### config.mk
export PLATFORM = sky130hd
export DESIGN_NAME = spi_slave_frame
export DESIGN_NICKNAME = d
export VERILOG_FILES = /design/src/rtl/spi_slave_pkg.sv /design/src/rtl/spi_shift_out.sv /design/src/rtl/spi_slave_frame.sv
export SDC_FILE = /design/constraint.sdc
export NUM_CORES = 1
export LEC_CHECK = 0
export BUFFER_PORTS_ARGS = -buffer_cell sky130_fd_sc_hd__buf_2
export CORE_MARGIN = 5
export CORE_UTILIZATION = 25
export DETAILED_ROUTE_END_ITERATION = 10
export PLACE_DENSITY_LB_ADDON = 0.3
export SYNTH_ARGS = -nofsm -noshare
export SYNTH_HDL_FRONTEND = slang
export SYNTH_HIERARCHICAL = 1
export SYNTH_SLANG_ARGS = --single-unit
### constraint.sdc
create_clock -name clk -period 2.7 [get_ports clk]
set_clock_uncertainty 0.15 [all_clocks]
set_input_delay 0.27 -clock clk [delete_from_list [all_inputs] [get_ports clk]]
set_output_delay 0.27 -clock clk [all_outputs]
set_load 0.01 [all_outputs]
### src/rtl/spi_slave_pkg.sv
// Shared encodings for the SPI slave frame front-end.
// FSM states and the 2-bit command field.
package spi_slave_pkg;

  typedef enum logic [2:0] {
    IDLE,
    CHK_CMD,
    WRITE,
    READ,
    RD_WAIT,
    SHIFT_OUT,
    DONE
  } state_t;

  localparam logic [1:0] CMD_WR_ADDR = 2'b00;
  localparam logic [1:0] CMD_WR_DATA = 2'b01;
  localparam logic [1:0] CMD_RD_ADDR = 2'b10;
  localparam logic [1:0] CMD_RD_DATA = 2'b11;

endpackage

### src/rtl/spi_shift_out.sv
// MISO serialiser: parallel load, bit-order select, done flag.
// The first bit is presented in the cycle right after load.
module spi_shift_out #(
  parameter int DATA_W    = 8,
  parameter bit LSB_FIRST = 1'b0
) (
  input  logic              clk,
  input  logic              rst_n,
  input  logic              load,
  input  logic              shift,
  input  logic [DATA_W-1:0] data,
  output logic              bit_out,
  output logic              done
);

  localparam int CW = $clog2(DATA_W + 1);

  logic [DATA_W-1:0] sreg;
  logic [CW-1:0]     cnt;

  assign done = (cnt == '0);

  always_ff @(posedge clk) begin
    if (!rst_n) begin
      sreg    <= '0;
      cnt     <= '0;
      bit_out <= 1'b0;
    end else if (load) begin
      bit_out <= LSB_FIRST ? data[0] : data[DATA_W-1];
      sreg    <= LSB_FIRST ? data >> 1 : data << 1;
      cnt     <= CW'(DATA_W - 1);
    end else if (shift && !done) begin
      bit_out <= LSB_FIRST ? sreg[0] : sreg[DATA_W-1];
      sreg    <= LSB_FIRST ? sreg >> 1 : sreg << 1;
      cnt     <= cnt - CW'(1);
    end else begin
      // idle line is low whenever nothing is being shifted
      bit_out <= 1'b0;
      cnt     <= '0;
    end
  end

endmodule

### src/rtl/spi_slave_frame.sv
// SPI slave frame front-end: MOSI deserialiser, command FSM,
// read sequencing check and MISO read-data path.
module spi_slave_frame
  import spi_slave_pkg::*;
#(
  parameter int PAYLOAD_W = 8,
  parameter int CMD_W     = 2,
  parameter int DATA_W    = 8,
  parameter bit LSB_FIRST = 1'b0
) (
  input  logic                       clk,
  input  logic                       rst_n,
  input  logic                       SS_n,
  input  logic                       MOSI,
  output logic                       MISO,
  output logic [CMD_W+PAYLOAD_W-1:0] rx_data,
  output logic                       rx_valid,
  input  logic [DATA_W-1:0]          tx_data,
  input  logic                       tx_valid,
  output logic                       frame_err
);

  localparam int FW   = CMD_W + PAYLOAD_W;
  localparam int MAXW = (FW > DATA_W) ? FW : DATA_W;
  localparam int CW   = $clog2(MAXW + 1);

  state_t          state;
  state_t          next;
  logic [CW-1:0]   cnt;
  logic [FW-1:0]   shreg;
  logic [FW-1:0]   frame;
  logic [1:0]      cmd;
  logic            rd_seen;
  logic            active;
  logic            frame_end;
  logic            abort;
  logic            rd_err;
  logic            load;
  logic            shift;
  logic            so_done;

  always_comb begin
    frame     = LSB_FIRST ? {MOSI, shreg[FW-1:1]}
                          : {shreg[FW-2:0], MOSI};
    cmd       = frame[FW-1 -: 2];
    active    = (state == WRITE) || (state == READ);
    frame_end = active && !SS_n && (cnt == CW'(FW - 1));
    abort     = SS_n && (active || state == RD_WAIT
                         || state == SHIFT_OUT);
    rd_err    = frame_end && (cmd == CMD_RD_DATA) && !rd_seen;
    load      = (state == RD_WAIT) && !SS_n && tx_valid;
    shift     = (state == SHIFT_OUT) && !SS_n;
  end

  always_comb begin
    next = state;
    unique case (state)
      IDLE:      if (!SS_n) next = CHK_CMD;
      CHK_CMD:   next = SS_n ? IDLE : (MOSI ? READ : WRITE);
      WRITE,
      READ: begin
        if (SS_n) next = IDLE;
        else if (frame_end)
          next = (cmd == CMD_RD_DATA && rd_seen) ? RD_WAIT : DONE;
      end
      RD_WAIT: begin
        if (SS_n) next = IDLE;
        else if (tx_valid) next = SHIFT_OUT;
      end
      SHIFT_OUT: begin
        if (SS_n) next = IDLE;
        else if (so_done) next = DONE;
      end
      DONE:      if (SS_n) next = IDLE;
      default:   next = IDLE;
    endcase
  end

  always_ff @(posedge clk) begin
    if (!rst_n) state <= IDLE;
    else        state <= next;
  end

  always_ff @(posedge clk) begin
    if (!rst_n) begin
      cnt       <= '0;
      shreg     <= '0;
      rx_data   <= '0;
      rx_valid  <= 1'b0;
      frame_err <= 1'b0;
      rd_seen   <= 1'b0;
    end else begin
      rx_valid  <= frame_end;
      frame_err <= abort || rd_err;
      cnt <= (next == WRITE || next == READ) ? cnt + CW'(1) : '0;
      if (!SS_n && (state == CHK_CMD || active)) shreg <= frame;
      // aborted frames never reach here, so rd_seen survives them
      if (frame_end) begin
        rx_data <= frame;
        if (cmd == CMD_RD_ADDR)      rd_seen <= 1'b1;
        else if (cmd == CMD_RD_DATA) rd_seen <= 1'b0;
      end
    end
  end

  spi_shift_out #(
    .DATA_W    (DATA_W),
    .LSB_FIRST (LSB_FIRST)
  ) u_shift_out (
    .clk     (clk),
    .rst_n   (rst_n),
    .load    (load),
    .shift   (shift),
    .data    (tx_data),
    .bit_out (MISO),
    .done    (so_done)
  );

endmodule

== Yosys cells after proc, flatten, opt, wreduce, memory -nomap -nowiden ==
Cells that the tools add are included.

* Reductions and logical operators: 28
* Add/sub/neg operators: 2
* Equality and inequality tests: 11
* Bitwise logic cells: 2
* Multiplexer cells: 20

{| class="wikitable"
|+ Operator list
! kind !! count
|-
| $mux 3 || 10
|-
| $pmux 3 s6 || 1
|-
| $mux 8 || 2
|-
| $eq 3x2->1 const B || 4
|-
| $logic_and 1x1->1 || 11
|-
| $eq 3x3->1 const B || 3
|-
| $logic_or 1x1->1 || 6
|-
| $mux 1 || 5
|-
| $add 4x1->4 const B || 1
|-
| $eq 2x2->1 const B || 2
|-
| $eq 4x4->1 const B || 1
|-
| $logic_not 4->1 || 1
|-
| $mux 2 || 2
|-
| $reduce_and 2->1 || 2
|-
| $reduce_bool 2->1 || 2
|-
| $sub 4x1->4 const B || 1
|-
| $eq 3x1->1 const B || 1
|-
| $logic_not 1->1 || 3
|-
| $logic_not 3->1 || 1
|-
| $reduce_or 3->1 || 1
|-
| $not 1->1 || 2
|-
| $reduce_or 2->1 || 1
|}

* Bits in registers: 41

== Logic depth before layout (Yosys ltp) ==
Gate-level depths: netlist (run 1).

* Depth in word-level cells: 10
* Gate-level depth with buffers: 10

== By module ==
The synthesis (run 1) kept the hierarchy.

{| class="wikitable"
|+ Modules (own cells, without submodules)
! module !! cells each !! area an instance (µm²) !! instances !! sequential area each (µm²)
|-
| spi_slave_frame || 134 || 1290.0 || 1 || 580.6
|-
| spi_shift_out || 67 || 638.1 || 1 || 240.2
|}

== Worst setup path after synthesis (run 1) ==
OpenSTA, ideal clock, no wires.

* Path kind: register to register
* Start: reg state[2]
* End: reg u_shift_out.sreg[2]
* Library setup time: 0.122 ns
* Path buffers: 2
* Path slack: 0.547 ns
* Cell stages (with the launch flop): 7
* Data required time: 2.428 ns
* Arrival: 1.881 ns
* Path through: dfxtp_1 buf_2 or3b_2 nor2_1 clkbuf_1 a21boi_0 o311a_1

* Word-level cells in the longest chain between the ends: 4

{| class="wikitable"
|+ RTL lines
! element !! line !! RTL
|-
| start, declared || spi_slave_frame.sv:27 || <nowiki>state_t state;</nowiki>
|-
| start signal, assigned || spi_slave_frame.sv:81 || <nowiki>else state <= next;</nowiki>
|-
| $eq 3x3->1 || spi_slave_frame.sv:52 || <nowiki>shift = (state == SHIFT_OUT) && !SS_n;</nowiki>
|-
| $logic_and 1x1->1 || spi_slave_frame.sv:52 ||
|-
| net shift || spi_slave_frame.sv:39 || <nowiki>logic shift;</nowiki>
|-
| $logic_and 1x1->1 || spi_shift_out.sv:32 || <nowiki>end else if (shift && !done) begin</nowiki>
|-
| $reduce_bool 2->1 (no line) || n/a ||
|-
| end signal, assigned || spi_shift_out.sv:30 || <nowiki>sreg <= LSB_FIRST ? data >> 1 : data << 1;</nowiki>
|-
| end signal, assigned || spi_shift_out.sv:34 || <nowiki>sreg <= LSB_FIRST ? sreg >> 1 : sreg << 1;</nowiki>
|-
| end, declared || spi_shift_out.sv:18 || <nowiki>logic [DATA_W-1:0] sreg;</nowiki>
|}

The timed path passes the listed nets, and every way through them passes these cells.
A chain may end at the register's enable or synchronous reset.

==> metrics.md, run 1 <==
| Metric | Value |
|---|---|
| Crit Path Category | `reg2reg` |
| Total of max-cap violations | `0` |
| Via Count | `around 1,400` |
| CP Capture Type | `flip-flop` |
| Clk Latency, worst-skew pair | `0.30 ns` |
| TritonRoute pass-1 iters | `4` |
| Most area-hungry cell type in the Yosys netlist | `dfxtp_1` |
| Top cells by area, synth | `dfxtp_1 43%, a21boi_2 5.8%, mux2i_1 4.7%` |
| Ys async rst share | `0%` |
| Largest net degree at the start of global routing | `38` |
| Die H | `between 90 and 100 um` |
| Synth warnings | `6` |
| GRT Resource Usage Total | `under 10%` |
| Actual slew at the worst max-slew pin | `between 0.5 and 0.6 ns` |
| Synth Cell Area | `between 0.0015 and 0.002 sq mm` |
| Slew Viols, Final | `0` |
| Clk buf depth | `2` |
| Final wirelength | `3710 um` |
| Most used DFF post-synth | `dfxtp_1` |
| Worst Hold Slack | `around 0.089 ns` |
| Die Wd | `between 90 and 100 um` |
| Antenna diodes | `0` |
| Fraction of layout cells with a size suffix above 1 | `a little over a quarter` |
| P_leak | `between 0.8 and 0.9 nW` |
| Worst setup SP type | `flip-flop` |
| Filler instances | `826` |
| Initial DRC count | `114` |
| Ports | `26` |
| Slew headroom | `62.4%` |
| Hold Path Class | `in2reg` |
| Final min period | `between 2 and 2.5 ns` |
| Top cell type's share of synthesized area | `between 40 and 50%` |
| # DRC | `0` |
| Vias in the first global route | `around 1,400` |
| Area of the die | `around 0.0096 sq mm` |
| Worst Path Arrival | `between 2 and 2.5 ns` |
| Pwr dens | `approximately 530 mW/mm^2` |
| Detail Route Antenna Nets | `0` |
| Clock sinks | `41` |
| Post-route setup TNS | `0 ns` |
| Syn Nets | `between 200 and 250` |
| CTS resizes | `0` |
| Most common library cells after synthesis | `41 x dfxtp_1, 24 x nand2_1, 14 x nor2b_1` |
| Setup-failing EPs final | `0` |
| TritonCTS clock tree | `yes` |
| Post-synth EDFFs | `0` |
| Worst-path fanout max | `19` |
| Gate Count Post-Synth | `approximately 200` |
| RSZ-0062 raised after global routing | `no` |
| Global-route wire length before repair | `6350 um` |
| Clk root buf | `clkbuf_8` |
| CORE AREA | `between 0.007 and 0.008 sq mm` |
| WL/cell | `11.4 um` |
| Sequential area share after synthesis | `approximately 43%` |
| GRT Residual Overflow | `0` |
| Initial antenna violation count | `0` |
| Initial core utilization | `approximately a quarter` |
| Detail Placement HPWL | `between 2000 and 2500 um` |
| Std-Cell Rows | `32` |
| Clock transition at path regs | `0.07 ns` |
| Final nets | `240` |
| H-tree depth | `2` |
| CTS Buf Count | `5` |
| Setup bufs post-CTS | `0` |
| Status | `finished clean` |
| Peak VDD IR | `198 uV` |
| Fmax | `~430 MHz` |
| RD Place Congestion | `0.747` |
| Final Hold Vio Count | `0` |
| Req. time, crit path | `about 2.8 ns` |
| Avg Inst Size Synth | `9.59 sq um` |
| FF+latch count, synth | `41` |
| Buffers on Ports | `25` |
| Area Growth Syn to Fin | `15.7%` |
| Vias per cell | `around 4.3` |
| Period utilization | `between 80% and 90%` |
| CTS Hold Bufs | `0` |
| Most frequent cell after synthesis | `dfxtp_1` |
| Post-synthesis cell type count | `39` |
## layout by cell type (no fill, tap or decap), types with 2 or more instances in the layout
| cell type | instances |
|---|---|
| nor3_1 | 6 |
| clkbuf_8 | 6 |
| o21ai_0 | 3 |
| and3_2 | 6 |
| a31oi_1 | 3 |
| a21boi_2 | 10 |
| xnor2_1 | 2 |
| nand4b_1 | 3 |
| buf_4 | 3 |
| nor2_1 | 8 |
| nand2b_1 | 7 |
| o311a_1 | 6 |
| nor2b_1 | 14 |
| nand3_1 | 2 |
| ha_1 | 4 |
| nand2_1 | 24 |
| inv_1 | 9 |
| a21oi_1 | 4 |
| dfxtp_1 | 41 |
| xor2_1 | 3 |
| a21boi_0 | 9 |
| mux2i_1 | 9 |
| buf_2 | 25 |
## path summary, 6_finish.rpt
check | startpoint | slack (ns) | cells past startpoint | endpoint
worst max-delay path | u_shift_out/cnt[0] | 0.39 | 8 | cnt[1]
worst min-delay path | tx_data[7] | 0.09 | 3 | u_shift_out/bit_out
worst max register to register | u_shift_out/cnt[0] | 0.39 | 8 | cnt[1]
worst min register to register | rx_data[6] | 0.32 | 2 | rx_data[6]
## metrics by stage
| step | utilization [%] | total power, mW | setup WS, ns | instance area (sq um) | cells |
|---|---|---|---|---|---|
| after global routing | 29.3 | 1.23 | 0.104 | 2230 | 326 |
| final | 29.3 | 1.18 | 0.394 | 2230 | 326 |
| after global placement | 27.7 | 0.675 | 0.584 | 2110 | 318 |
| after floorplan | - | 0.658 | 0.547 | 1930 | 201 |
| after CTS | 29.3 | 1.20 | 0.437 | 2230 | 326 |
| after detailed placement | 27.7 | 0.675 | 0.446 | 2110 | 318 |
## cell families after synthesis
logic type | count (synthesis) | share of synthesized area, %
flip-flops | 41 | 42.6
AND/OR/NAND/NOR | 79 | 23.6
XOR/XNOR | 5 | 2.27
multiplexers | 9 | 4.67
buffers and inverters | 22 | 6.55
adder cells (fa/ha/maj) | 4 | 2.60
AO/OA/AOI/OAI | 41 | 17.7
## worst max-delay path, cell delays in order (launching register included)
cell,delay (ns)
dfxtp_1,0.31
inv_1,0.09
ha_1,0.15
or3b_1,0.59
inv_1,0.18
nor2b_1,0.06
o31ai_1,0.29
a21oi_1,0.19
nor3_1,0.21
## cell type report
type                            count  area, sq um  share of cell area [%]
Tap cell                          102          128                    5.72
Clock buffer                        6         82.6                    3.70
Sequential cell                    41          821                    36.8
Clock inverter                      2         37.5                    1.68
Timing Repair Buffer               28          148                    6.62
Multi-Input combinational cell    138          981                    44.0
Inverter                            9         33.8                    1.51
## power by group
group          switching, mW  total (mW)  internal, mW
Clock                  0.218       0.519         0.301
Sequential           0.00470       0.612         0.607
Combinational         0.0240      0.0487        0.0247
Total                  0.247        1.18         0.933
## flip-flops by register name (all words and copies together) (netlist names)
register             count
rx_valid                 1
rd_seen                  1
frame_err                1
cnt                      4
shreg                    9
u_shift_out/sreg         7
u_shift_out/bit_out      1
u_shift_out/cnt          4
state                    3
rx_data                 10
## routing by layer
layer  GRT usage (%)  up-vias  share of wire (%)  routed length, um
li1                -      729                  -                  -
met1            10.7      646                 53               1960
met2            12.1       25                 42               1580
met3            2.50        2                4.3                160
met4            2.24        0               0.48                 18
met5               0        -                  0                  0
Power figures use the tool's default switching activity.
==> run 2: changes to the inputs <==
--- a/config.mk
+++ b/config.mk
@@ -9,6 +9,7 @@
 export CORE_MARGIN = 5
 export CORE_UTILIZATION = 25
 export DETAILED_ROUTE_END_ITERATION = 10
+export MAX_ROUTING_LAYER = met4
 export PLACE_DENSITY_LB_ADDON = 0.3
 export SYNTH_ARGS = -nofsm -noshare
 export SYNTH_HDL_FRONTEND = slang
==> run 2 against run 1 <==
  * Flip-flop and latch count stayed put
  * Non-clock buffer count stayed put
  * Fmax is 1.2% higher
  * Critical endpoint unchanged
  * Worst hold slack better by 0.00060 ns
  * Largest power group unchanged
  * Highest routed layer unchanged
  * Sequential share of layout area stayed put
  * Die area stayed put
==> metrics.md, run 2 (synthesis results as in run 1) <==
| Metric | Value |
|---|---|
| Status | `finished clean (unchanged)` |
| RD Place Congestion | `0.756 (was 0.747)` |
| Clock sinks | `41 (unchanged)` |
| H-tree depth | `2 (unchanged)` |
| Final Non-Filler Cells | `326 (unchanged)` |
| TritonRoute pass-1 iters | `4 (unchanged)` |
| Final Hold Vio Count | `0 (unchanged)` |
| Slew Viols, Final | `0 (unchanged)` |
| Initial DRC count | `92 (was 114)` |
| Fraction of layout cells with a size suffix above 1 | `26.8% (unchanged)` |
| Clk Latency, worst-skew pair | `0.29 ns (was 0.30 ns)` |
| Area Growth Syn to Fin | `15.7% (unchanged)` |
| Total of max-cap violations | `0 (unchanged)` |
| Most frequent cells in the layout | `41 x dfxtp_1, 25 x buf_2, 24 x nand2_1 (unchanged)` |
| Setup bufs post-CTS | `0 (unchanged)` |
| Worst-path fanout max | `19 (unchanged)` |
| Placed cell area | `0.00211 sq mm (unchanged)` |
| CTS resizes | `0 (unchanged)` |
| Vias per cell | `4.33 (was 4.30)` |
| Global-route wire length before repair | `6350 um (unchanged)` |
| Crit Path Category | `reg2reg (unchanged)` |
| Std-Cell Rows | `32 (unchanged)` |
| Period utilization | `84.4% (was 85.4%)` |
| Antenna diodes | `0 (unchanged)` |
| Psw | `245 uW (was 247 uW)` |
| Pwr dens | `528 mW/mm^2 (was 529 mW/mm^2)` |
| Initial antenna violation count | `0 (unchanged)` |
| Post-Place Cells | `318 (unchanged)` |
| Area of the die | `0.00957 sq mm (unchanged)` |
| Setup-failing EPs final | `0 (unchanged)` |
| CP Capture Type | `flip-flop (unchanged)` |
| CTS Buf Count | `5 (unchanged)` |
| CORE AREA | `0.00761 sq mm (unchanged)` |
| Ports | `26 (unchanged)` |
| Final min period | `2.28 ns (was 2.31 ns)` |
| Tot Pwr | `1.18 mW (about the same)` |
| Actual slew at the worst max-slew pin | `0.564 ns (about the same)` |
| GRT Residual Overflow | `0 (unchanged)` |
| Worst setup SP type | `flip-flop (unchanged)` |
| Detail Route Antenna Nets | `0 (unchanged)` |
| Most common cell after layout, fill and taps aside | `dfxtp_1 (unchanged)` |
| Worst Path Arrival | `2.33 ns (was 2.36 ns)` |
| RSZ-0062 raised after global routing | `no (unchanged)` |
| CTS Hold Bufs | `0 (unchanged)` |
| Slew headroom | `62.4% (about the same)` |
| Clk root buf | `clkbuf_8 (unchanged)` |
| GRT Resource Usage Total | `8.15% (was 7.91%)` |
| Initial core utilization | `25.3% (unchanged)` |
| Worst Hold Slack | `0.0892 ns (was 0.0886 ns)` |
| Final instance area | `0.00223 sq mm (unchanged)` |
| Hold Path Class | `in2reg (unchanged)` |
| Post-route setup TNS | `0 ns (unchanged)` |
| Req. time, crit path | `2.75 ns (about the same)` |
| Clk buf depth | `2 (unchanged)` |
| Final nets | `240 (unchanged)` |
| Detail Placement HPWL | `2480 um (unchanged)` |
| Via Count | `1,411 (was 1,402)` |
| Peak VDD IR | `198 uV (about the same)` |
| Biggest regs | `rx_data: 10 flops, shreg: 9 flops, u_shift_out/sreg: 7 flops (unchanged)` |
| Buffers on Ports | `25 (unchanged)` |
| Final wirelength | `3700 um (was 3710 um)` |
| # DRC | `0 (unchanged)` |
| Power Internal | `933 uW (about the same)` |
| Sw Share | `20.8% (was 20.9%)` |
| Fmax | `439 MHz (was 434 MHz)` |
| Die H | `97.8 um (unchanged)` |
| WL/cell | `11.4 um (about the same)` |
| Largest register FFs | `10 (unchanged)` |
| Clock transition at path regs | `0.07 ns (about the same)` |
| Top reg by flops | `rx_data (unchanged)` |
| Combinational share of power | `4.1% (about the same)` |
| Largest net degree at the start of global routing | `38 (unchanged)` |
| P_leak | `0.844 nW (unchanged)` |
| Die Wd | `97.8 um (unchanged)` |
| TritonCTS clock tree | `yes (unchanged)` |
| Vias in the first global route | `1,375 (unchanged)` |
| Power share of the sequential group | `52.0% (was 51.9%)` |
| Clock share of power | `43.9% (was 44.0%)` |
## run 2: critical path, stage by stage, from the launching register on
cell and delay (ns):
dfxtp_1 0.31, inv_1 0.09, ha_1 0.15, or3b_1 0.59
inv_1 0.17, nor2b_1 0.06, o31ai_1 0.28, a21oi_1 0.18
nor3_1 0.21
## run 2: power by group through the flow
stage          registers [mW]  logic, mW  clock network (mW)
4_1_cts                 0.612     0.0496               0.540
3_3_place_gp            0.626     0.0489                   0
5_1_grt                 0.613     0.0543               0.563
2_1_floorplan           0.624     0.0337                   0
3_5_place_dp            0.626     0.0493                   0
6_report                0.612     0.0485               0.517
## run 2: final cells by class
type                    count  area, sq um
fillers                   826         5380
clock buffers               6         82.6
well taps                 102          128
flip-flops and latches     41          821
multi-input cells         138          981
inverters                   9         33.8
clock inverters             2         37.5
repair buffers             28          148
## run 2: metrics by stage
stage          util, %  setup WS (ns)
2_1_floorplan        -          0.547
3_3_place_gp      27.7          0.584
3_5_place_dp      27.7          0.446
4_1_cts           29.3          0.437
5_1_grt           29.3          0.104
6_report          29.3          0.421
## run 2: worst paths after layout
path              cells after the start          startpoint  slack, ns             endpoint
setup / recovery                      8  u_shift_out/cnt[0]       0.42               cnt[1]
setup reg to reg                      8  u_shift_out/cnt[0]       0.42               cnt[1]
hold / removal                        3          tx_data[7]       0.09  u_shift_out/bit_out
hold reg to reg                       2          rx_data[6]       0.32           rx_data[6]
## run 2: metal layers
metal | vias to the layer above | GRT usage, % | part of all wire, %
met1 | 654 | 10.9 | 53
met5 | - | - | 0
met2 | 25 | 12.1 | 42
li1 | 730 | - | -
met4 | 0 | 2.24 | 0.49
met3 | 2 | 2.29 | 3.7
==> run 3: changes to the inputs <==
==> constraint.sdc (replaced) <==
create_clock -name clk -period 2.2 [get_ports clk]
set_clock_uncertainty 0.15 [all_clocks]
set_input_delay 0.22 -clock clk [delete_from_list [all_inputs] [get_ports clk]]
set_output_delay 0.22 -clock clk [all_outputs]
set_load 0.01 [all_outputs]
==> run 3 against run 2 <==
  * Worst setup slack got worse by 0.19 ns
  * Clock-buffer cell count decreased by 1
  * Cell count increased by 0.92%
  * Global-route usage increased by 0.33 points
  * Register-to-register slack got worse by 0.19 ns
  * Via count increased by 2.9%
  * Die area unchanged
  * Total power increased by 12%
  * Combinational power increased by 23%
  * Critical path type unchanged
  * Largest cell class unchanged
  * Highest routed layer unchanged
==> metrics.md, run 3 (synthesis results as in run 1) <==
| Metric | Value |
|---|---|
| Final min period | `1.97 ns (was 2.28 ns)` |
| RSZ-0062 raised after global routing | `no (unchanged)` |
| Vias in the first global route | `1,446 (was 1,375)` |
| P_leak | `0.848 nW (was 0.844 nW)` |
| Actual slew at the worst max-slew pin | `0.564 ns (about the same)` |
| Hold path cells | `3 (unchanged)` |
| Global-route wire length before repair | `6640 um (was 6350 um)` |
| Period utilization | `89.7% (was 84.4%)` |
| GRT Resource Usage Total | `8.48% (was 8.15%)` |
| Top reg by flops | `rx_data (unchanged)` |
| Cells on worst reg2reg path | `8 (unchanged)` |
| CP Cell Sequence | `inv_1 -> ha_1 -> or3b_1 -> inv_1 -> nor2b_1 -> o31ai_1 -> a21oi_1 -> nor3_1 (unchanged)` |
| Antenna diodes | `0 (unchanged)` |
| Final Util | `29.3% (about the same)` |
| CTS resizes | `0 (unchanged)` |
| Slew Viols, Final | `0 (unchanged)` |
| Clock sinks | `41 (unchanged)` |
| Die H | `97.8 um (unchanged)` |
| Detail Route Antenna Nets | `0 (unchanged)` |
| Initial DRC count | `91 (was 92)` |
| Crit path top cell by count | `inv_1 (unchanged)` |
| Setup bufs post-CTS | `0 (unchanged)` |
| Filler instances | `818 (was 826)` |
| Worst path max stage delay | `0.37 ns (was 0.59 ns)` |
| Die Wd | `97.8 um (unchanged)` |
| Buffers & Inverters on Critical Path | `2 (unchanged)` |
| CP Capture Type | `flip-flop (unchanged)` |
| Clock transition at path regs | `0.08 ns (was 0.07 ns)` |
| Area of the die | `0.00957 sq mm (unchanged)` |
| TritonRoute pass-1 iters | `4 (unchanged)` |
| Post-route setup TNS | `0 ns (unchanged)` |
| CTS Buf Count | `5 (unchanged)` |
| CTS Hold Bufs | `0 (unchanged)` |
| H-tree depth | `2 (unchanged)` |
| Pwr dens | `593 mW/mm^2 (was 528 mW/mm^2)` |
| Final Non-Filler Cells | `329 (was 326)` |
| Worst Hold Slack | `0.0310 ns (was 0.0892 ns)` |
| Hold Path Class | `in2reg (unchanged)` |
| Clk root buf | `clkbuf_8 (unchanged)` |
| Detail Placement HPWL | `2540 um (was 2480 um)` |
| Std-Cell Rows | `32 (unchanged)` |
| Crit Path Category | `reg2reg (unchanged)` |
| R2R Setup Slk | `0.23 ns (was 0.42 ns)` |
| Fraction of layout cells with a size suffix above 1 | `27.8% (was 26.8%)` |
| TritonCTS clock tree | `yes (unchanged)` |
| Final Hold Vio Count | `0 (unchanged)` |
| Final wirelength | `3760 um (was 3700 um)` |
| Req. time, crit path | `2.26 ns (was 2.75 ns)` |
| Worst-path fanout max | `4 (was 19)` |
| Ports | `26 (unchanged)` |
| GRT Residual Overflow | `0 (unchanged)` |
| Area Growth Syn to Fin | `15.5% (was 15.7%)` |
| CORE AREA | `0.00761 sq mm (unchanged)` |
| Delay-heaviest family, CP | `simple AND/OR/NAND/NOR gates (unchanged)` |
| Worst Path Arrival | `2.04 ns (was 2.33 ns)` |
| Slew headroom | `62.4% (about the same)` |
| Most frequent cells in the layout | `41 x dfxtp_1, 25 x buf_2, 24 x nand2_1 (unchanged)` |
| Largest register FFs | `10 (unchanged)` |
| Critical path's slowest cell | `or3b_1 (unchanged)` |
| Vias per cell | `4.41 (was 4.33)` |
| Clk buf depth | `2 (unchanged)` |
| # DRC | `0 (unchanged)` |
| Worst setup SP type | `flip-flop (unchanged)` |
| RD Place Congestion | `0.791 (was 0.756)` |
| WL/cell | `11.4 um (about the same)` |
| Initial antenna violation count | `0 (unchanged)` |
| Post-Place Cells | `321 (was 318)` |
| Total of max-cap violations | `0 (unchanged)` |
| Most common cell after layout, fill and taps aside | `dfxtp_1 (unchanged)` |
| Largest net degree at the start of global routing | `38 (unchanged)` |
| Via Count | `1,452 (was 1,411)` |
| Status | `finished clean (unchanged)` |
| Reg area | `821 sq um (unchanged)` |
| WP depth | `8 (unchanged)` |
| Setup-failing EPs final | `0 (unchanged)` |
| Biggest regs | `rx_data: 10 flops, shreg: 9 flops, u_shift_out/sreg: 7 flops (unchanged)` |
| Multi-input gate area | `981 sq um (unchanged)` |
| Peak VDD IR | `309 uV (was 198 uV)` |
| Clk Latency, worst-skew pair | `0.30 ns (was 0.29 ns)` |
| Final nets | `243 (was 240)` |
| Fmax | `507 MHz (was 439 MHz)` |
| Initial core utilization | `25.3% (unchanged)` |
| Buffers on Ports | `25 (unchanged)` |
-- run 3: metal layers --
layer  part of all wire (%)  routed length [um]  up-vias  global-route usage [%]
li1                       -                   -      741                       -
met1                     51                1900      677                    11.2
met2                     44                1660       31                    12.4
met3                    4.6                 174        3                    2.50
met4                   0.72                  27        0                    2.88
met5                      0                   0        -                       -
-- run 3: area by class of cell --
class	instances	area share, %
Clock buffer	5	3.09
Timing Repair Buffer	31	7.64
Sequential cell	41	36.9
Inverter	9	1.52
Clock inverter	3	1.12
Tap cell	102	5.73
Multi-Input combinational cell	138	44.0
-- run 3: worst register-to-register path, cell delays in order, from the launching register on --
cell,delay [ns]
dfxtp_1,0.32
inv_1,0.09
ha_1,0.14
or3b_1,0.37
inv_1,0.10
nor2b_1,0.05
o31ai_1,0.29
a21oi_1,0.20
nor3_1,0.19
-- run 3: path summary, 6_finish.rpt --
| kind | to | start |
|---|---|---|
| worst min register to register | rx_data[7] | rx_data[7] |
| worst min-delay path | u_shift_out/bit_out | tx_data[7] |
| worst max-delay path | cnt[3] | u_shift_out/cnt[0] |
| worst max register to register | cnt[3] | u_shift_out/cnt[0] |
-- run 3: power by group --
part           internal [mW]  switching (mW)  leakage [nW]
clock network          0.229           0.282        0.0447
logic                 0.0303          0.0294         0.472
registers              0.745         0.00534         0.331
-- run 3: through the flow --
step | area (sq um) | power (mW) | setup slack [ns]
finish | 2230 | 1.32 | 0.226
global route | 2230 | 1.40 | 0.0191
CTS | 2230 | 1.36 | 0.214
detailed placement | 2130 | 0.829 | 0.234
global placement | 2130 | 0.829 | 0.248
floorplan | 1930 | 0.807 | 0.0472
